==> src/rtl/clock_mode_ctrl_if.sv <==
// rtl/clock_mode_ctrl_if.sv - button/tick inputs and datapath control outputs of clock_mode_ctrl
interface clock_mode_ctrl_if;
  logic       i_btn_mode;
  logic       i_btn_inc;
  logic       i_btn_set;
  logic       i_tick;
  logic       o_add_sec;
  logic       o_add_min;
  logic       o_add_hr;
  logic       o_sw_clk;
  logic       o_start_stop;
  logic       o_sw_reset;
  logic       o_blank_lo;
  logic       o_blank_hi;
  logic [1:0] o_state;

  modport master (
    output i_btn_mode, i_btn_inc, i_btn_set, i_tick,
    input  o_add_sec, o_add_min, o_add_hr, o_sw_clk, o_start_stop,
    input  o_sw_reset, o_blank_lo, o_blank_hi, o_state
  );

  modport slave (
    input  i_btn_mode, i_btn_inc, i_btn_set, i_tick,
    output o_add_sec, o_add_min, o_add_hr, o_sw_clk, o_start_stop,
    output o_sw_reset, o_blank_lo, o_blank_hi, o_state
  );
endinterface

==> src/rtl/clock_mode_ctrl.sv <==
// rtl/clock_mode_ctrl.sv - button debounce, mode FSM, auto-repeat and blink control for the stopwatch/clock datapath
module clock_mode_ctrl #(
  parameter int DEBOUNCE_CYCLES = 4,
  parameter int REPEAT_DELAY    = 2,
  parameter int REPEAT_PERIOD   = 1
) (
  input  logic             clk,
  input  logic             rst,
  clock_mode_ctrl_if.slave bus
);
  localparam int DB_W    = $clog2(DEBOUNCE_CYCLES + 1);
  localparam int REP_MAX = (REPEAT_DELAY > REPEAT_PERIOD) ? REPEAT_DELAY : REPEAT_PERIOD;
  localparam int REP_W   = $clog2(REP_MAX + 1);

  localparam int BTN_MODE = 0;
  localparam int BTN_INC  = 1;
  localparam int BTN_SET  = 2;

  typedef enum logic [1:0] {
    CLK_RUN = 2'd0,
    SET_HR  = 2'd1,
    SET_MIN = 2'd2,
    SW      = 2'd3
  } state_e;

  logic [2:0]           btn_raw;
  logic [2:0]           sync1_q, sync1_d;
  logic [2:0]           sync2_q, sync2_d;
  logic [2:0]           level_q, level_d;
  logic [2:0]           press_q, press_d;
  logic [2:0][DB_W-1:0] dbc_q, dbc_d;

  state_e           state_q, state_d;
  logic             run_q, run_d;
  logic             add_sec_q, add_sec_d;
  logic             add_min_q, add_min_d;
  logic             add_hr_q, add_hr_d;
  logic             sw_reset_q, sw_reset_d;
  logic             phase_q, phase_d;
  logic             rep_armed_q, rep_armed_d;
  logic [REP_W-1:0] rep_cnt_q, rep_cnt_d;
  logic [REP_W-1:0] rep_last;
  logic             editing;
  logic             rep_hold;
  logic             rep_fire;

  assign btn_raw = {bus.i_btn_set, bus.i_btn_inc, bus.i_btn_mode};

  // Debounce: count disagreeing samples, flip the level after DEBOUNCE_CYCLES in a row.
  always_comb begin
    sync1_d = btn_raw;
    sync2_d = sync1_q;
    level_d = level_q;
    press_d = '0;
    dbc_d   = '0;
    for (int b = 0; b < 3; b++) begin
      if (sync2_q[b] != level_q[b]) begin
        if (dbc_q[b] == DB_W'(DEBOUNCE_CYCLES - 1)) begin
          level_d[b] = ~level_q[b];
          press_d[b] = ~level_q[b];
        end else begin
          dbc_d[b] = dbc_q[b] + DB_W'(1);
        end
      end
    end
  end

  always_comb begin
    state_d     = state_q;
    run_d       = run_q;
    add_sec_d   = 1'b0;
    add_min_d   = 1'b0;
    add_hr_d    = 1'b0;
    sw_reset_d  = 1'b0;
    phase_d     = phase_q ^ bus.i_tick;
    rep_cnt_d   = rep_cnt_q;
    rep_armed_d = rep_armed_q;
    rep_fire    = 1'b0;
    editing     = (state_q == SET_HR) || (state_q == SET_MIN);
    rep_hold    = editing && level_q[BTN_INC] && !press_q[BTN_MODE];
    rep_last    = rep_armed_q ? REP_W'(REPEAT_PERIOD - 1) : REP_W'(REPEAT_DELAY - 1);

    // A mode press swallows any inc/set press landing in the same cycle.
    if (press_q[BTN_MODE]) begin
      case (state_q)
        CLK_RUN: state_d = SET_HR;
        SET_HR:  state_d = SET_MIN;
        SET_MIN: state_d = SW;
        default: state_d = CLK_RUN;
      endcase
    end else begin
      case (state_q)
        SET_HR: begin
          add_hr_d = press_q[BTN_INC];
        end
        SET_MIN: begin
          add_min_d = press_q[BTN_INC];
          add_sec_d = press_q[BTN_SET];
        end
        SW: begin
          sw_reset_d = press_q[BTN_SET] && !run_q;
          if (press_q[BTN_INC]) begin
            run_d = ~run_q;
          end
        end
        default: ;
      endcase
    end

    // Auto-repeat: first pulse after REPEAT_DELAY ticks, then every REPEAT_PERIOD ticks.
    if (!rep_hold) begin
      rep_cnt_d   = '0;
      rep_armed_d = 1'b0;
    end else if (bus.i_tick) begin
      if (rep_cnt_q >= rep_last) begin
        rep_fire    = 1'b1;
        rep_cnt_d   = '0;
        rep_armed_d = 1'b1;
      end else begin
        rep_cnt_d = rep_cnt_q + REP_W'(1);
      end
    end

    if (rep_fire) begin
      if (state_q == SET_HR) begin
        add_hr_d = 1'b1;
      end else begin
        add_min_d = 1'b1;
      end
    end

    if ((state_d != state_q) && ((state_d == SET_HR) || (state_d == SET_MIN))) begin
      phase_d = 1'b0;
    end
  end

  always_ff @(posedge clk) begin
    if (rst) begin
      sync1_q     <= '0;
      sync2_q     <= '0;
      level_q     <= '0;
      press_q     <= '0;
      dbc_q       <= '0;
      state_q     <= CLK_RUN;
      run_q       <= 1'b0;
      add_sec_q   <= 1'b0;
      add_min_q   <= 1'b0;
      add_hr_q    <= 1'b0;
      sw_reset_q  <= 1'b0;
      phase_q     <= 1'b0;
      rep_armed_q <= 1'b0;
      rep_cnt_q   <= '0;
    end else begin
      sync1_q     <= sync1_d;
      sync2_q     <= sync2_d;
      level_q     <= level_d;
      press_q     <= press_d;
      dbc_q       <= dbc_d;
      state_q     <= state_d;
      run_q       <= run_d;
      add_sec_q   <= add_sec_d;
      add_min_q   <= add_min_d;
      add_hr_q    <= add_hr_d;
      sw_reset_q  <= sw_reset_d;
      phase_q     <= phase_d;
      rep_armed_q <= rep_armed_d;
      rep_cnt_q   <= rep_cnt_d;
    end
  end

  assign bus.o_add_sec    = add_sec_q;
  assign bus.o_add_min    = add_min_q;
  assign bus.o_add_hr     = add_hr_q;
  assign bus.o_sw_reset   = sw_reset_q;
  assign bus.o_start_stop = run_q;
  assign bus.o_sw_clk     = (state_q == SW);
  assign bus.o_state      = state_q;
  // Holding inc keeps the edited digits visible.
  assign bus.o_blank_hi   = phase_q && (state_q == SET_HR) && !level_q[BTN_INC];
  assign bus.o_blank_lo   = phase_q && (state_q == SET_MIN) && !level_q[BTN_INC];
endmodule

==> src/flat_wrapper.sv <==
// flat-port wrapper written by rule: the top's interface ports become plain ports
module clock_mode_ctrl_flat 
#(
  parameter int DEBOUNCE_CYCLES = 4,
  parameter int REPEAT_DELAY    = 2,
  parameter int REPEAT_PERIOD   = 1
)
  (clk, rst, bus_i_btn_mode, bus_i_btn_inc, bus_i_btn_set, bus_i_tick, bus_o_add_sec, bus_o_add_min, bus_o_add_hr, bus_o_sw_clk, bus_o_start_stop, bus_o_sw_reset, bus_o_blank_lo, bus_o_blank_hi, bus_o_state);
  clock_mode_ctrl_if bus_i ();
  input  logic clk;
  input  logic rst;
  input wire logic [$bits(bus_i.i_btn_mode)-1:0] bus_i_btn_mode;
  input wire logic [$bits(bus_i.i_btn_inc)-1:0] bus_i_btn_inc;
  input wire logic [$bits(bus_i.i_btn_set)-1:0] bus_i_btn_set;
  input wire logic [$bits(bus_i.i_tick)-1:0] bus_i_tick;
  output wire logic [$bits(bus_i.o_add_sec)-1:0] bus_o_add_sec;
  output wire logic [$bits(bus_i.o_add_min)-1:0] bus_o_add_min;
  output wire logic [$bits(bus_i.o_add_hr)-1:0] bus_o_add_hr;
  output wire logic [$bits(bus_i.o_sw_clk)-1:0] bus_o_sw_clk;
  output wire logic [$bits(bus_i.o_start_stop)-1:0] bus_o_start_stop;
  output wire logic [$bits(bus_i.o_sw_reset)-1:0] bus_o_sw_reset;
  output wire logic [$bits(bus_i.o_blank_lo)-1:0] bus_o_blank_lo;
  output wire logic [$bits(bus_i.o_blank_hi)-1:0] bus_o_blank_hi;
  output wire logic [$bits(bus_i.o_state)-1:0] bus_o_state;
  assign bus_i.i_btn_mode = bus_i_btn_mode;
  assign bus_i.i_btn_inc = bus_i_btn_inc;
  assign bus_i.i_btn_set = bus_i_btn_set;
  assign bus_i.i_tick = bus_i_tick;
  assign bus_o_add_sec = bus_i.o_add_sec;
  assign bus_o_add_min = bus_i.o_add_min;
  assign bus_o_add_hr = bus_i.o_add_hr;
  assign bus_o_sw_clk = bus_i.o_sw_clk;
  assign bus_o_start_stop = bus_i.o_start_stop;
  assign bus_o_sw_reset = bus_i.o_sw_reset;
  assign bus_o_blank_lo = bus_i.o_blank_lo;
  assign bus_o_blank_hi = bus_i.o_blank_hi;
  assign bus_o_state = bus_i.o_state;
  clock_mode_ctrl #(.DEBOUNCE_CYCLES(DEBOUNCE_CYCLES), .REPEAT_DELAY(REPEAT_DELAY), .REPEAT_PERIOD(REPEAT_PERIOD)) u_core (.clk(clk), .rst(rst), .bus(bus_i));
endmodule
==> config.mk <==
export PLATFORM = sky130hd
export DESIGN_NAME = clock_mode_ctrl_flat
export DESIGN_NICKNAME = d
export VERILOG_FILES = /design/src/rtl/clock_mode_ctrl_if.sv /design/src/rtl/clock_mode_ctrl.sv /design/src/flat_wrapper.sv
export SDC_FILE = /design/constraint.sdc
export NUM_CORES = 1
export LEC_CHECK = 0
export ABC_CLOCK_PERIOD_IN_PS = 1400
export CORE_ASPECT_RATIO = 0.9
export CORE_UTILIZATION = 54
export DETAILED_ROUTE_END_ITERATION = 10
export DONT_BUFFER_PORTS = 1
export PLACE_DENSITY_LB_ADDON = 0.25
export RECOVER_POWER = 25
export SETUP_SLACK_MARGIN = 0.3
export SYNTH_ARGS = -nofsm -noshare
export SYNTH_HDL_FRONTEND = slang
export SYNTH_SLANG_ARGS = --single-unit
==> constraint.sdc <==
create_clock -name clk -period 1.4 [get_ports clk]
set_input_delay 0.07 -clock clk [delete_from_list [all_inputs] [get_ports clk]]
set_output_delay 0.07 -clock clk [all_outputs]
set_load 0.005 [all_outputs]
==> flow_metrics.env <==
export IMPL_postSynthAreaPerCell_um2=10.3
export IMPL_grt_antenna_before_repair=0
export IMPL_outcome="complete, but fails checks"
export IMPL_x_dimension_of_the_die_um=52.9
export IMPL_maximum_number_of_pins_on_one_net_before_global_route_repair=25
export IMPL_netlist_cell_type_count=27
export IMPL_io_pins=16
export IMPL_hpwl_mm=1.47
export IMPL_postRouteWirelength_mm=2.18
export IMPL_yosys_top_cells_area="sky130_fd_sc_hd__dfxtp_1, sky130_fd_sc_hd__ha_1, sky130_fd_sc_hd__nor2_1"
export IMPL_insertedDiodeCount=0
export IMPL_post_synth_top_area_fraction=0.509
export IMPL_firstDrtPassIters=3
export IMPL_timing_hold_worst_path_depth=1
export IMPL_detail_route_antenna_nets=0
export IMPL_cts_hold_repair_buffers=6
export IMPL_headroom_to_the_max_slew_limit=0.816
export IMPL_max_freq_ghz=0.764
export IMPL_violations="negative hold slack"
export IMPL_effective_utilization_at_floorplan=0.576
export IMPL_area_delta_synth_final_pct=32.9
export IMPL_critical_path_startpoint_type="flip-flop"
export IMPL_power_density_nw_per_um2=868
export IMPL_r2r_endpoint="u_core.bus.o_add_min"
export IMPL_avgRoutedWirePerCell_um=13.0
export IMPL_dp_cells=147
export IMPL_tritoncts="done"
export IMPL_number_of_nets_in_the_synthesized_netlist=140
export IMPL_instances_no_fill=168
export IMPL_synth_seq_area_share=0.509
export IMPL_grt_pass1_vias=818
export IMPL_worstPathRequired_ns=1.61
export IMPL_congestion_overflow_gr=0
export IMPL_total_standard_cell_area_after_synthesis_um2=1260
export IMPL_route_detailed_vias_per_inst=5.29
export IMPL_reg_area_um2=659
export IMPL_worst_slack_on_hold_paths_ns=-0.210
export IMPL_globalRouteTotalUtil=0.201
export IMPL_worst_setup_path_end_kind="flip-flop"
export IMPL_multi_input_area_um2=763
export IMPL_synthDominantAreaCellType="sky130_fd_sc_hd__dfxtp_1"
export IMPL_critical_path_peak_fanout=2
export IMPL_clkSinkCount=32
export IMPL_vias=888
export IMPL_warning_count_from_the_yosys_run=0
export IMPL_rows=16
export IMPL_post_route_cells_drive_above_1_share=0.383
export IMPL_fp_dieH_um=47.8
export IMPL_period_share=0.935
export IMPL_cap_violations=0
export IMPL_setup_cp_type="reg -> reg"
export IMPL_report_final_setup_viol=0
export IMPL_worst_r2r_setup_slack_ns=0.09
export IMPL_number_of_cell_instances_on_the_worst_register_to_register_path=5
export IMPL_tightest_pin_transition_ns=0.276
export IMPL_mostFrequentLayoutCell="sky130_fd_sc_hd__dfxtp_1"
export IMPL_finalHoldViolCount=25
export IMPL_cts_buffers=5
export IMPL_setup_tns_ns=0
export IMPL_yosys_register_bits=32
export IMPL_cts_htree_levels=2
export IMPL_drcViolationCount=0
export IMPL_finalCriticalPeriod_ns=1.31
export IMPL_cts_clk_slew_worst_paths_ns=0.10
export IMPL_timing_rr_start="u_core.rep_armed_q"
export IMPL_hold_end="u_core.bus.o_state[1]"
export IMPL_cellLeakagePower_nw=0.590
export IMPL_first_pass_grt_wire_length_mm=3.37
export IMPL_maxSlewViolCount=0
export IMPL_io_buffer_count=0
export IMPL_skew_final_ns=0.00837
export IMPL_mostFrequentLayoutCells="sky130_fd_sc_hd__dfxtp_1, sky130_fd_sc_hd__nor2_1, sky130_fd_sc_hd__ha_4, sky130_fd_sc_hd__dfxtp_2, sky130_fd_sc_hd__inv_1"
export IMPL_syn_inst=122
export IMPL_n_fill_cell=150
export IMPL_design_final_nets=159
export IMPL_core_region_area_um2=2180
export IMPL_min_delay_path_class="in -> reg"
export IMPL_drt_iter0_markers=10
export IMPL_clk_latency_ns=0.32
export IMPL_critical_hold_path_startpoint="rst"
export IMPL_clock_tree_root_cell="sky130_fd_sc_hd__clkbuf_4"
export IMPL_clock_path_buffers=2
export IMPL_gp_routability_congestion=0.780
export IMPL_ir_drop_mv=0.717
export IMPL_die_outline_area_um2=2530
export IMPL_crit_arrival_ns=1.52
export IMPL_rsz0062_at_grt="yes"
==> worst max-delay path by stage <==
stage / from / slack (ns) / to
2_1_floorplan: u_core.rep_armed_q / 0.12 / u_core.bus.o_add_hr
3_3_place_gp: u_core.rep_armed_q / 0.11 / u_core.bus.o_add_hr
3_5_place_dp: u_core.bus.o_state[0] / 0.08 / u_core.phase_q
4_1_cts: u_core.rep_armed_q / 0.09 / u_core.bus.o_add_min
5_1_grt: u_core.bus.o_state[0] / 0.05 / u_core.bus.o_add_min
6_report: u_core.rep_armed_q / 0.09 / u_core.bus.o_add_min
==> flip-flops by register name, summed over array words and instances (netlist names) <==
name / count
u_core.bus.o_start_stop: 1
u_core.sync2_q: 3
u_core.dbc_q: 9
u_core.rep_armed_q: 1
u_core.bus.o_add_hr: 1
u_core.phase_q: 1
u_core.level_q: 3
u_core.bus.o_state: 2
u_core.bus.o_add_sec: 1
u_core.press_q: 3
u_core.bus.o_sw_reset: 1
u_core.bus.o_add_min: 1
u_core.rep_cnt_q: 2
u_core.sync1_q: 3
==> power by group <==
group	total (mW)	internal [mW]	switching [mW]
clock	0.476	0.185	0.291
combinational	0.0459	0.0311	0.0148
sequential	0.929	0.920	0.00911
total	1.45	1.14	0.315
==> critical path, stage by stage, from the launching register on <==
cell	delay (ns)
sky130_fd_sc_hd__dfxtp_2	0.34
sky130_fd_sc_hd__inv_2	0.04
sky130_fd_sc_hd__ha_4	0.23
sky130_fd_sc_hd__or3b_4	0.38
sky130_fd_sc_hd__nand4b_1	0.12
sky130_fd_sc_hd__o32ai_1	0.09
==> cell usage after synthesis <==
cell / n
sky130_fd_sc_hd__a2111oi_0: 1
sky130_fd_sc_hd__a2111oi_1: 1
sky130_fd_sc_hd__a21o_1: 1
sky130_fd_sc_hd__a21oi_1: 3
sky130_fd_sc_hd__and3_1: 1
sky130_fd_sc_hd__and3b_1: 2
sky130_fd_sc_hd__and4b_1: 1
sky130_fd_sc_hd__clkbuf_1: 2
sky130_fd_sc_hd__dfxtp_1: 32
sky130_fd_sc_hd__ha_1: 12
sky130_fd_sc_hd__inv_1: 11
sky130_fd_sc_hd__mux2i_1: 3
sky130_fd_sc_hd__nand2_1: 1
sky130_fd_sc_hd__nand2b_1: 5
sky130_fd_sc_hd__nand3_1: 2
sky130_fd_sc_hd__nand3b_1: 1
sky130_fd_sc_hd__nand4b_1: 1
sky130_fd_sc_hd__nor2_1: 18
sky130_fd_sc_hd__nor2b_1: 8
sky130_fd_sc_hd__nor3b_1: 1
sky130_fd_sc_hd__nor4bb_1: 3
sky130_fd_sc_hd__o21a_1: 1
sky130_fd_sc_hd__o32ai_1: 2
sky130_fd_sc_hd__or3_1: 3
sky130_fd_sc_hd__or3b_2: 1
sky130_fd_sc_hd__xnor2_1: 4
sky130_fd_sc_hd__xor2_1: 1
==> layer usage <==
layer,GRT usage,up-vias,part of all wire
met4,0.142,0,0.019
li1,-,448,-
met2,0.349,17,0.52
met3,0.0667,5,0.035
met5,0,-,0
met1,0.209,418,0.43
==> stage by stage <==
stage	utilization	total power [mW]	area (µm²)	worst slack [ns]
after floorplan	-	0.982	1400	0.120
after global placement	0.654	0.979	1430	0.107
after detailed placement	0.654	0.981	1430	0.0839
after CTS	0.720	1.47	1570	0.0923
after global routing	0.766	1.52	1670	0.0520
final	0.766	1.45	1670	0.0917
==> cell type report <==
| type | instances | share of cell area |
|---|---|---|
| inverters | 11 | 0.0262 |
| repair buffers | 14 | 0.0749 |
| clock buffers | 6 | 0.0247 |
| clock inverters | 1 | 0.00299 |
| well taps | 27 | 0.0202 |
| multi-input cells | 77 | 0.457 |
| flip-flops and latches | 32 | 0.394 |
==> what timing repair did <==
action	in CTS	in global routing
pin swaps	7	6
endpoints found under the setup margin	17	22
endpoints found under the hold margin	31	25
resized for setup	5	15
buffers inserted	3	6
==> kinds of logic (layout without fill, tap and decap cells) <==
group	Yosys count	count (layout)	share of synthesized area
xor+xnor	5	5	0.0348
compound gates	9	9	0.0527
simple gates	48	48	0.221
fa+ha+maj	12	12	0.119
mux	3	3	0.0239
buf+inv	13	32	0.0388
flops	32	32	0.509
(Power assumes the default switching activity.)
